`config.mk`:
```
export PLATFORM = sky130hd
export DESIGN_NAME = capture_reg_arbiter
export DESIGN_NICKNAME = d
export VERILOG_FILES = /design/src/rtl/capture_reg_arbiter.sv
export SDC_FILE = /design/constraint.sdc
export NUM_CORES = 1
export LEC_CHECK = 0
export BUFFER_PORTS_ARGS = -buffer_cell sky130_fd_sc_hd__buf_2
export CAP_MARGIN = 20
export CORE_MARGIN = 1.5
export CORE_UTILIZATION = 35
export CTS_BUF_LIST = sky130_fd_sc_hd__clkbuf_8
export DETAILED_ROUTE_END_ITERATION = 16
export PLACE_DENSITY = 0.57
export SYNTH_ARGS = -nofsm -noshare
export SYNTH_HDL_FRONTEND = slang
export SYNTH_SLANG_ARGS = --single-unit
```
`constraint.sdc`:
```
create_clock -name clk -period 5.78 [get_ports clk]
set_input_delay 0.578 -clock clk [delete_from_list [all_inputs] [get_ports clk]]
set_output_delay 0.578 -clock clk [all_outputs]
set_load 0.03 [all_outputs]
```
`src/rtl/capture_reg_arbiter.sv`:
```
// Round-robin arbiter that lends one shared capture register to a requester for
// HOLD_CYC cycles, then pulses ack to the owner and returns to idle.
module capture_reg_arbiter #(
  parameter int N_REQ    = 4,
  parameter int DATA_W   = 8,
  parameter int HOLD_CYC = 2
) (
  input  logic                      clk,
  input  logic                      rst,
  input  logic [N_REQ-1:0]          req,
  input  logic [N_REQ*DATA_W-1:0]   req_data,
  output logic [N_REQ-1:0]          grant,
  output logic [N_REQ-1:0]          ack,
  output logic [DATA_W-1:0]         q,
  output logic                      q_valid,
  output logic                      busy
);

  localparam int PTR_W = $clog2(N_REQ);

  typedef enum logic {IDLE, HOLD} state_e;

  state_e              state_q, state_d;
  logic [7:0]          cnt_q, cnt_d;
  logic [PTR_W-1:0]    ptr_q, ptr_d;
  logic [N_REQ-1:0]    grant_q, grant_d;
  logic [N_REQ-1:0]    ack_q, ack_d;
  logic [DATA_W-1:0]   data_q, data_d;
  logic                valid_q, valid_d;

  logic                win_found;
  logic [PTR_W-1:0]    win_idx;
  logic [PTR_W-1:0]    idx_w;

  // State register; the reset pointer of N_REQ-1 gives requester 0 first priority.
  // NOTE: sequential state uses non-blocking assignments so every register samples
  // the pre-edge value of the others, independent of statement order.
  always_ff @(posedge clk or posedge rst) begin
    if (rst) begin
      state_q <= IDLE;
      cnt_q   <= '0;
      ptr_q   <= PTR_W'(N_REQ - 1);
      grant_q <= '0;
      ack_q   <= '0;
      data_q  <= '0;
      valid_q <= 1'b0;
    end else begin
      state_q <= state_d;
      cnt_q   <= cnt_d;
      ptr_q   <= ptr_d;
      grant_q <= grant_d;
      ack_q   <= ack_d;
      data_q  <= data_d;
      valid_q <= valid_d;
    end
  end

  // Winner: first set req bit scanning ptr+1, ptr+2, ... with wrap.
  always_comb begin
    win_found = 1'b0;
    win_idx   = '0;
    idx_w     = '0;
    for (int k = 1; k <= N_REQ; k++) begin
      idx_w = PTR_W'((int'(ptr_q) + k) % N_REQ);
      if (!win_found && req[idx_w]) begin
        win_found = 1'b1;
        win_idx   = idx_w;
      end
    end
  end

  // Next-state logic.
  // NOTE: every signal gets a default before the case so no path leaves one
  // unassigned, which would otherwise infer a latch.
  always_comb begin
    state_d = state_q;
    cnt_d   = cnt_q;
    ptr_d   = ptr_q;
    grant_d = grant_q;
    ack_d   = '0;
    data_d  = data_q;
    valid_d = valid_q;
    case (state_q)
      IDLE: begin
        // A pending ack blocks arbitration for one cycle so the owner can drop req.
        if (ack_q == '0 && win_found) begin
          state_d          = HOLD;
          cnt_d            = 8'(HOLD_CYC - 1);
          ptr_d            = win_idx;
          grant_d          = '0;
          grant_d[win_idx] = 1'b1;
          data_d           = req_data[int'(win_idx)*DATA_W +: DATA_W];
          valid_d          = 1'b1;
        end
      end
      HOLD: begin
        if (cnt_q != '0) begin
          cnt_d = cnt_q - 8'd1;
        end else begin
          state_d = IDLE;
          ack_d   = grant_q;
          grant_d = '0;
          valid_d = 1'b0;
        end
      end
      default: state_d = IDLE;
    endcase
  end

  // Output decode from registered state only.
  always_comb begin
    busy    = (state_q == HOLD);
    grant   = grant_q;
    ack     = ack_q;
    q       = data_q;
    q_valid = valid_q;
  end

endmodule

```
==> metrics <==
RSZ-0062 raised after global routing=false; Comb power frac=28.8%; crit-path max FO=11; Post-synth top flop=dfrtp_1; Synth top cells by count=dfrtp_1 (26), nand2_1 (10), and3_1 (9); ANT nets after route=0; CTS resizes=0; total grt overflow=0; first-pass GRT wire length=about 6.4 mm; total iterations of the first detailed-routing run=4; post-DP HPWL=2.81 mm; detailed-route DRC error count=0; register area share after synthesis=~45%; GPL Wtd Cong=0.749; fin crit period=2.27 ns; H-Tree Level Count=1; # Max-Cap Violations=0; Post CTS Setup Buffer Count=0; WL per Instance=15.3 um; Worst Setup Start Kind=register; Setup crit end kind=register; clk_lat worst skew=0.27 ns; CTS Buf Count=3; post-synth net total=182; largest cells by area after synthesis=dfrtp_1 (42%), mux2_2 (5.8%), a221o_1 (5.1%); Buffers on Ports=55; initial antenna violation count=0; final-report setup violation count=0; Critical Path RT=just under 6 ns; Net Sw Power=between 150 and 200 uW; CTS Sinks=28; area leader, netlist=dfrtp_1; worst min path class=primary input to asynchronous set/reset pin; status=complete, no violations; Non-Filler Instances=249; die width=69.8 um; Async S/R FF share, synth=100%; R2R setup slack=approximately 3.5 ns; Ports=56; leakage power=0.000967 uW; Final Hold Fails=0; Root Buffer Master=clkbuf_8; R2R depth=5; mean post-synth cell area=~11 um2; Ys Warns=0; clock-pin slew on the worst setup and hold paths=0.10 ns; Final Max Tran Viols=0; # hold bufs at CTS=0; drt initial violations=73; fillers=419; DR vias=1,364; CP Data Arrival Time=2.44 ns; fin nets=238; Seq cells post-synth=28; highest clock rate=440 MHz; fraction of power spent switching nets=32.1%; Core ar.=~4300 um2; Setup WS post-layout=3.51 ns; Total Routing Usage GR=16.2%; synth unique cells=42; Die Span Y=between 60 and 70 um; Initial Utilization=36.1%; final WL=3.80 mm; setup TNS=0 ns; sequential share of power=between 40% and 50%; Synth Cell Area=roughly 1600 um2; WS Path Type=register to register; Via-to-Cell Ratio=between 5 and 6; clock share of power=25.4%; antenna diode count=0; TritonCTS clock tree=built; slew margin rel.=between 50% and 60%; most common cell in the netlist=dfrtp_1; EDFF count, synth=0; pre-CTS setup slack=3.28 ns; Internal=406 uW; Longest Clk Path Bufs=2; IR Drop Worst-Case VDD=0.000106 V; Clock Skews=0.00349 ns; die area=4870 um2; row count=24; worst slew pin tran=about 0.66 ns; fin crit share=39.3%; Mapped Cells=142; vias in the first global route=1,335; share of the synthesized area in the top cell type=41.7%; placed cells=~240; maximum number of pins on one net before global-route repair=29; Syn-to-layout area delta=26.1%; Cell Pwr Density=304 nW/um2; fraction of layout cells with a size suffix above 1=between 40% and 50%
power groups by stage:
stage | Combinational, uW | Clock, uW | Sequential, uW
floorplan | 99.6 | 0 | 297
global placement | 167 | 0 | 274
detailed placement | 172 | 0 | 278
CTS | 172 | 159 | 274
global route | 191 | 167 | 282
finish | 173 | 152 | 274
through the flow:
step	cell area [um2]	total power [uW]	hold WS [ns]	utilization [%]
after CTS	1940	605	0.494	44.9
after global routing	1970	640	0.384	45.5
after global placement	1870	441	0.470	43.3
final	1970	599	0.359	45.5
after floorplan	1560	397	0.446	-
after detailed placement	1870	449	0.479	43.3
cells by family after synthesis:
logic type	count (synthesis)	share of synthesized area, %
xor+xnor	2	1.12
fa+ha+maj	2	1.60
simple gates	51	20.7
compound gates	41	22.6
buf+inv	10	3.21
flops	28	45.0
mux	8	5.77
layout by cell type (no fill, tap or decap), types with 3 or more instances in the layout:
cell type  instances
buf_2             55
dfrtp_1           26
nand2_1           10
and3_1             9
o21ai_0            8
mux2_2             8
a221o_1            8
o211a_1            7
or2b_1             6
inv_1              5
and2_1             4
nand2b_1           3
o41ai_1            3
nor2_1             3
clkbuf_8           3
per-layer routing:
| metal | vias to the layer above | part of all wire (%) | GRT usage, % |
|---|---|---|---|
| met2 | 50 | 49 | 27.7 |
| li1 | 647 | - | - |
| met5 | - | 0 | 0 |
| met4 | 0 | 0.87 | 4.27 |
| met3 | 4 | 4.8 | 2.03 |
| met1 | 663 | 45 | 21.6 |
path summary, 6_finish.rpt:
check	end	start
worst max-delay path	q[0]	ptr_q[1]
worst min-delay path	ack[3]	rst
worst max register to register	q[0]	ptr_q[1]
worst min register to register	ptr_q[1]	ptr_q[1]
max in group asynchronous	ptr_q[0]	rst
min in group clk	ptr_q[1]	ptr_q[1]
worst max-delay path, stage by stage, from the launching register on:
cell and delay, ns:
dfstp_2 0.57, a21boi_0 0.10, o21bai_2 0.34, and3_1 0.54
mux2_2 0.39, o221a_2 0.22
flip-flops by register name, indices dropped and copies added (netlist names):
| signal | cells |
|---|---|
| busy | 1 |
| ack | 4 |
| grant | 4 |
| q | 8 |
| cnt_q | 8 |
| ptr_q | 2 |
| q_valid | 1 |
final cells by class:
type | count | area [um2] | share of cell area [%]
Clock buffer | 3 | 41.3 | 2.10
Timing Repair Buffer | 56 | 303 | 15.4
Clock inverter | 1 | 30.0 | 1.52
Tap cell | 52 | 65.1 | 3.30
Multi-Input combinational cell | 104 | 808 | 41.0
Inverter | 5 | 18.8 | 0.953
Sequential cell | 28 | 703 | 35.7
No activity file was read; power rests on OpenSTA's default activity.
